[config.mk]
export PLATFORM = sky130hd
export DESIGN_NAME = matrix_buffer
export DESIGN_NICKNAME = d
export VERILOG_FILES = /design/src/rtl/matrix_buffer.sv
export SDC_FILE = /design/constraint.sdc
export NUM_CORES = 1
export LEC_CHECK = 0
export CAP_MARGIN = 10
export CORE_ASPECT_RATIO = 1.4
export CORE_UTILIZATION = 35
export CTS_CLUSTER_DIAMETER = 120
export CTS_CLUSTER_SIZE = 8
export DETAILED_ROUTE_END_ITERATION = 10
export PLACE_DENSITY = 0.59
export SETUP_SLACK_MARGIN = 0.05
export SLEW_MARGIN = 20
export SYNTH_ARGS = -nofsm -noshare
export SYNTH_HDL_FRONTEND = slang
export SYNTH_SLANG_ARGS = --single-unit
[constraint.sdc]
create_clock -name clk -period 2.1 [get_ports clk]
set_input_delay 0.42 -clock clk [delete_from_list [all_inputs] [get_ports clk]]
set_output_delay 0.42 -clock clk [all_outputs]
set_load 0.03 [all_outputs]
[src/rtl/matrix_buffer.sv]
// ROWS x COLS element buffer with random write/read, a sequential clear, and a
// row- or column-major streaming readout under valid/ready flow control.
module matrix_buffer #(
    parameter  int ROWS  = 2,
    parameter  int COLS  = 2,
    parameter  int WIDTH = 8,
    localparam int RW    = (ROWS > 1) ? $clog2(ROWS) : 1,
    localparam int CW    = (COLS > 1) ? $clog2(COLS) : 1,
    localparam int N     = ROWS * COLS
) (
    input  logic             clk,
    input  logic             rst,
    input  logic             wr_en,
    input  logic [RW-1:0]    wr_row,
    input  logic [CW-1:0]    wr_col,
    input  logic [WIDTH-1:0] wr_data,
    output logic             wr_ready,
    input  logic             rd_en,
    input  logic [RW-1:0]    rd_row,
    input  logic [CW-1:0]    rd_col,
    output logic [WIDTH-1:0] rd_data,
    output logic             rd_valid,
    input  logic             clear,
    input  logic             stream_start,
    input  logic             stream_transpose,
    output logic [WIDTH-1:0] stream_data,
    output logic             stream_valid,
    output logic             stream_last,
    input  logic             stream_ready,
    output logic             busy
);

    localparam int NW = (N > 1) ? $clog2(N) : 1;

    typedef enum logic [1:0] {IDLE, CLEAR, STREAM} state_t;

    state_t           r_state;
    state_t           w_nextState;
    logic [WIDTH-1:0] r_mem [N];
    logic [RW-1:0]    r_row;
    logic [CW-1:0]    r_col;
    logic             r_trans;
    logic [NW-1:0]    r_clrIdx;
    logic             r_rdValid;
    logic [WIDTH-1:0] r_rdData;

    logic             w_idle;
    logic             w_wrInRange;
    logic             w_rdInRange;
    logic [NW-1:0]    w_wrIdx;
    logic [NW-1:0]    w_rdIdx;
    logic [NW-1:0]    w_strmIdx;
    logic             w_lastPos;
    logic             w_rowEnd;
    logic             w_colEnd;
    logic             w_clrEnd;

    assign w_idle      = (r_state == IDLE);
    assign w_wrInRange = ({1'b0, wr_row} < (RW+1)'(ROWS)) && ({1'b0, wr_col} < (CW+1)'(COLS));
    assign w_rdInRange = ({1'b0, rd_row} < (RW+1)'(ROWS)) && ({1'b0, rd_col} < (CW+1)'(COLS));
    assign w_wrIdx     = NW'(wr_row) * NW'(COLS) + NW'(wr_col);
    assign w_rdIdx     = NW'(rd_row) * NW'(COLS) + NW'(rd_col);
    assign w_strmIdx   = NW'(r_row) * NW'(COLS) + NW'(r_col);
    assign w_rowEnd    = (r_row == RW'(ROWS - 1));
    assign w_colEnd    = (r_col == CW'(COLS - 1));
    // Both traversal orders finish on the bottom-right element.
    assign w_lastPos   = w_rowEnd && w_colEnd;
    assign w_clrEnd    = (r_clrIdx == NW'(N - 1));

    always_ff @(posedge clk) begin
        if (rst) r_state <= IDLE;
        else     r_state <= w_nextState;
    end

    always_comb begin
        w_nextState = r_state;
        case (r_state)
            IDLE: begin
                if (clear)             w_nextState = CLEAR;
                else if (stream_start) w_nextState = STREAM;
            end
            CLEAR:   if (w_clrEnd) w_nextState = IDLE;
            STREAM:  if (stream_ready && w_lastPos) w_nextState = IDLE;
            default: w_nextState = IDLE;
        endcase
    end

    // Counters stay bounded by explicit end checks so non-power-of-2 sizes never overrun.
    always_ff @(posedge clk) begin
        if (rst) begin
            r_row    <= '0;
            r_col    <= '0;
            r_trans  <= 1'b0;
            r_clrIdx <= '0;
        end else begin
            case (r_state)
                IDLE: begin
                    r_row    <= '0;
                    r_col    <= '0;
                    r_clrIdx <= '0;
                    if (!clear && stream_start) r_trans <= stream_transpose;
                end
                CLEAR: r_clrIdx <= w_clrEnd ? '0 : r_clrIdx + 1'b1;
                STREAM: begin
                    if (stream_ready) begin
                        if (w_lastPos) begin
                            r_row <= '0;
                            r_col <= '0;
                        end else if (!r_trans) begin
                            if (w_colEnd) begin
                                r_col <= '0;
                                r_row <= r_row + 1'b1;
                            end else begin
                                r_col <= r_col + 1'b1;
                            end
                        end else begin
                            if (w_rowEnd) begin
                                r_row <= '0;
                                r_col <= r_col + 1'b1;
                            end else begin
                                r_row <= r_row + 1'b1;
                            end
                        end
                    end
                end
                default: ;
            endcase
        end
    end

    always_ff @(posedge clk) begin
        if (rst) begin
            for (int i = 0; i < N; i++) r_mem[i] <= '0;
        end else begin
            if (wr_en && w_idle && w_wrInRange) r_mem[w_wrIdx] <= wr_data;
            if (r_state == CLEAR)               r_mem[r_clrIdx] <= '0;
        end
    end

    // Reads sample the array before this edge's write lands, giving old data on collision.
    always_ff @(posedge clk) begin
        if (rst) begin
            r_rdValid <= 1'b0;
            r_rdData  <= '0;
        end else begin
            r_rdValid <= 1'b0;
            if (rd_en && w_idle) begin
                r_rdValid <= 1'b1;
                r_rdData  <= w_rdInRange ? r_mem[w_rdIdx] : '0;
            end
        end
    end

    assign busy         = !w_idle && !rst;
    assign wr_ready     = !busy;
    assign rd_valid     = r_rdValid && !rst;
    assign rd_data      = rst ? '0 : r_rdData;
    assign stream_valid = (r_state == STREAM) && !rst;
    assign stream_last  = stream_valid && w_lastPos;
    assign stream_data  = stream_valid ? r_mem[w_strmIdx] : '0;

endmodule

# After elaboration in Yosys (flattened, before gate mapping)
# Memory sizes are Yosys's and may differ from the RTL's. A register that Yosys moved wholly into a read port is not among the register bits.
# Cells that the tools add are included.
# word_totals
register_bits	8
ram_bits	32
inputBits	20
out_inout_bits	21
wordCells	80
memories	1
# mem_list
memory	words	width	read_ports	rd_ports_with_merged_regs	wr	line_no	rtl
r_mem	4	8	2	1	4	39	logic [WIDTH-1:0] r_mem [N];
# classes
add_sub_neg	6
eq_ne	9
muxes	36
reduce_logical	22
# op_table
operator	count
2-to-1 mux 8 bit	4
2-to-1 mux 1 bit	21
OR reduction 8 bit	2
2-to-1 mux 2 bit	7
logical AND 1 bit	9
AND reduction 3 bit	3
!= test 4 bit, second input constant	2
adder 2 x 1 -> 2 bit	3
!= test 2 bit, second input constant	3
case mux 2 bit (3 select lines)	1
== test 2 bit, second input constant	2
logical NOT 1 bit	4
case mux 1 bit (2 select lines)	2
case mux 2 bit (2 select lines)	1
nonzero test 2 bit	2
!= test 3 bit, second input constant	1
adder 1 bit, second input constant	2
adder 2 x 1 -> 2 bit, second input constant	1
== test 2 x 1 -> 1 bit, second input constant	1
logical NOT 2 bit	1
AND reduction 2 bit	1

# Depth between registers and ports, before layout
# logic_depth
word_depth	8
depth_mapped	6
depth_no_buf	4

# Least setup slack after synthesis
# Ideal clock, no wire load.
# synth_timing
kind	flip-flop to output port
from	register r_state[1]
to	output port stream_data[0]
arrival_ns	1.577
required_ns	1.680
path_slack_ns	0.103
path_stages_with_launch	6
n_path_buf	2
path_cell_list	dfxtp_1 -> buf_4 -> nand2b_1 -> or2_2 -> clkbuf_1 -> nor2b_1
# synth_via
elab_chain_len	3
# synth_lines
element	line_no	rtl
start: declaration	37	state_t r_state;
start signal: assignment	72	else r_state <= w_nextState;
== test 2 bit	158	assign stream_valid = (r_state == STREAM) && !rst;
logical AND 1 bit	158	
2-to-1 mux 8 bit	160	assign stream_data = stream_valid ? r_mem[w_strmIdx] : '0;
end: declaration	26	output logic [WIDTH-1:0] stream_data,
# Every way passes these cells.

# Final worst setup path
# layout_timing
from	register r_col
to	output port stream_data[1]
# layout_via
elab_chain_len	3
# layout_lines
element	line_no	rtl
start: declaration	41	logic [CW-1:0] r_col;
start signal: assignment	114	r_col <= r_col + 1'b1;
start signal: assignment	119	r_col <= r_col + 1'b1;
adder 2 x 1 -> 2 bit	63	assign w_strmIdx = NW'(r_row) * NW'(COLS) + NW'(r_col);
memory read (4 x 8 bit)	n/a	
2-to-1 mux 8 bit	160	
# Every way passes these cells.

==> results.toml <==
[clock_network]
cts_made_buffers = 5
clkTransAtPathRegs_ns = 0.09
ctsHoldBuffers = 0
clockRootBuffer = "clkbuf_8"
cts-htree-levels = 2
clock_latency_ns = 0.31
cts_tree = "built"
cts.sinks = 48
cts_buffer_depth = 2

[floorplanning]
coreArea_sq_um = 6569
dieArea_sq_um = 7156
die_w_um = 71.78
rows = 35
io_pins = 41
start_util_pct = 36.32
die_h_um = 99.70

[power]
seqPwrFrac_pct = 51.7
power_density_nw_per_um2 = 672.3
power_frac_comb_pct = 15.2
p_int_w = 0.001627
switchingPower_w = 0.0004976
total_power_w = 0.002124
switching_share_pct = 23.43
clkPwrFrac_pct = 33.1
p_leak_nw = 1.256
vdd_drop_max_mv = 0.3627

[sta]
hold_viol_final = 0
finalCritPeriodShare_pct = 96.61
layout_min_cycle_time_ns = 2.029
worst_slew_pin_slew_ns = 0.8409
slew_headroom_pct = 43.73
rsz0062_at_grt = "yes"
finClkSkew_ns = 0.006734
clock.fmax_ghz = 0.4929
report.final.setup_viol = 0
final.setup.worst_slack_ns = 0.07112
drv_slew = 0

[logic_synthesis]
synthFlopType = "edfxtp_1"
yosys-top-cells-area = "edfxtp_1 40%, mux4_2 15%, dfxtp_1 13%, nor2_1 5.0%, nor2b_1 5.0%"
synth_area_leader_cell = "edfxtp_1"
synth_warnings = 0
syn-num-nets = 215
synth-edff-count = 32
synth_area_sq_um = 2386
synth.distinct_cells = 34
yosysSeqAreaShare_pct = 53.70
synth-async-reset-ratio_pct = 0
netlist_top_cells_count = "32 x edfxtp_1, 32 x nor2_1, 19 x nor2b_1, 16 x dfxtp_1, 16 x mux4_2"
synth_top_area_share_pct = 40.27
syn_inst = 194
synth.avg_cell_area_sq_um = 12.30
ys_seq_elements = 48

[place]
place_area_sq_um = 2969
port_buffers = 40
dp_worst_setup_slack_ns = -0.1880
gp_congestion = 0.7400
hpwl_mm = 3.745

[global_route]
antenna_found_initial = 0
grt_pass1_vias = 1646
grt_overflow = 0
grt_pass1_wl_mm = 7.907
grt_start_max_net_pins = 16
grtUsageTotal_pct = 15.29

[routing]
drt_drc_violations_left = 0
drtIter0Drc = 73
vias = 1641
drt_wl_total_mm = 5.065
wl_per_cell_um = 15.30
viasPerCell = 4.958
ant_nets = 0
first_pass_iters = 4

[job]
drv_cap = 0

[cells_and_area]
nFillCells = 606
drive_gt1_share_pct = 33.46
syn_to_final_growth_pct = 32.41
nets = 277
n_antenna_cell = 0
utilization_pct = 48.10
stdcell_area_sq_um = 3159

[hold_path]
hp-class = "reg -> reg"

[critical_path]
path_class = "reg -> out"
cp.arrival_ns = 1.61
start_kind = "flip-flop"
crit_required_ns = 1.68
end_kind = "output pin"
path_max_fanout = 4
r2r_slack_ns = 0.34

[outcome]
status = "complete, no violations"
[path summary, 6_finish.rpt]
kind,start,to,cells past startpoint
hold reg to reg,r_trans$_SDFFE_PP0P_,r_trans$_SDFFE_PP0P_,2
setup / recovery,r_col$_SDFFE_PP0P_,stream_data[1],4
setup reg to reg,r_state[1]$_SDFFE_PP0P_,r_mem[3][5]$_DFFE_PP_,3
hold / removal,r_trans$_SDFFE_PP0P_,r_trans$_SDFFE_PP0P_,2
[placed cells by master, fill, tap and decap left out, types with 2 or more instances in the layout]
cell / instances
buf_4: 41
nor2_1: 32
edfxtp_1: 32
clkdlybuf4s50_1: 18
mux4_2: 16
nor2b_1: 16
dfxtp_1: 14
inv_1: 11
nand2_1: 11
nand2b_1: 9
a22o_1: 8
clkbuf_8: 6
o21ai_0: 3
buf_6: 3
nor2b_2: 2
nand2_2: 2
nor2_2: 2
a22oi_1: 2
nor3_1: 2
a21oi_1: 2
dlygate4sd2_1: 2
buf_12: 2
[stage by stage]
stage,setup TNS (ns),cells,hold slack [ns]
CTS,0,329,0.5556
detailed placement,-9.003,320,0.5364
global route,0,331,0.5877
floorplan,0,194,0.4808
global placement,-8.748,320,0.5301
finish,0,331,0.5551
[layer usage]
layer | global-route usage (%) | vias up | share of wire (%)
li1 | - | 812 | -
met5 | 0 | - | 0
met1 | 16.99 | 776 | 40
met2 | 28.45 | 47 | 54
met3 | 2.736 | 6 | 4.3
met4 | 5.882 | 0 | 1.9
[state kept, by name, indices dropped and copies added, names as in the netlist]
| signal | count |
|---|---|
| r_mem | 32 |
| r_rdValid | 1 |
| r_state | 2 |
| r_rdData | 8 |
| r_clrIdx | 2 |
| r_row | 1 |
| r_col | 1 |
| r_trans | 1 |
[logic make-up (layout without fill, tap and decap cells)]
family / count (synthesis) / after routing / synth area share, %
flops: 48 / 48 / 53.70
compound gates: 21 / 21 / 7.289
simple gates: 84 / 84 / 18.51
mux: 17 / 17 / 15.52
fa+ha+maj: 1 / 1 / 0.5243
buf+inv: 23 / 86 / 4.457
[critical path: stages (launching register included)]
cell and delay (ns):
dfxtp_4 0.38, clkbuf_16 0.14, mux4_2 0.48, nor2b_1 0.14, buf_4 0.17
[final cells by class]
cell class / count / area, sq um / share of cell area (%)
clock buffer: 6 / 82.58 / 2.614
clock inverter: 2 / 38.79 / 1.228
inverter: 11 / 41.29 / 1.307
multi-input combinational: 123 / 1013 / 32.08
sequential: 48 / 1286 / 40.71
tap: 74 / 92.59 / 2.931
timing repair buffer: 67 / 604.3 / 19.13
[power by group through the flow]
stage / Sequential [W] / Clock, W / Combinational (W)
6_report: 0.00110 / 0.000702 / 0.000324
5_1_grt: 0.00111 / 0.000754 / 0.000351
4_1_cts: 0.00110 / 0.000717 / 0.000325
3_5_place_dp: 0.00112 / 0 / 0.000324
3_3_place_gp: 0.00112 / 0 / 0.000323
2_1_floorplan: 0.00111 / 0 / 0.000196
[timing repair]
item,CTS,global route
buffers inserted,1,1
endpoints found under the setup margin,11,7
gates cloned,0,1
gates resized for setup,6,7
pin swaps,1,0
(Power assumes the default switching activity.)
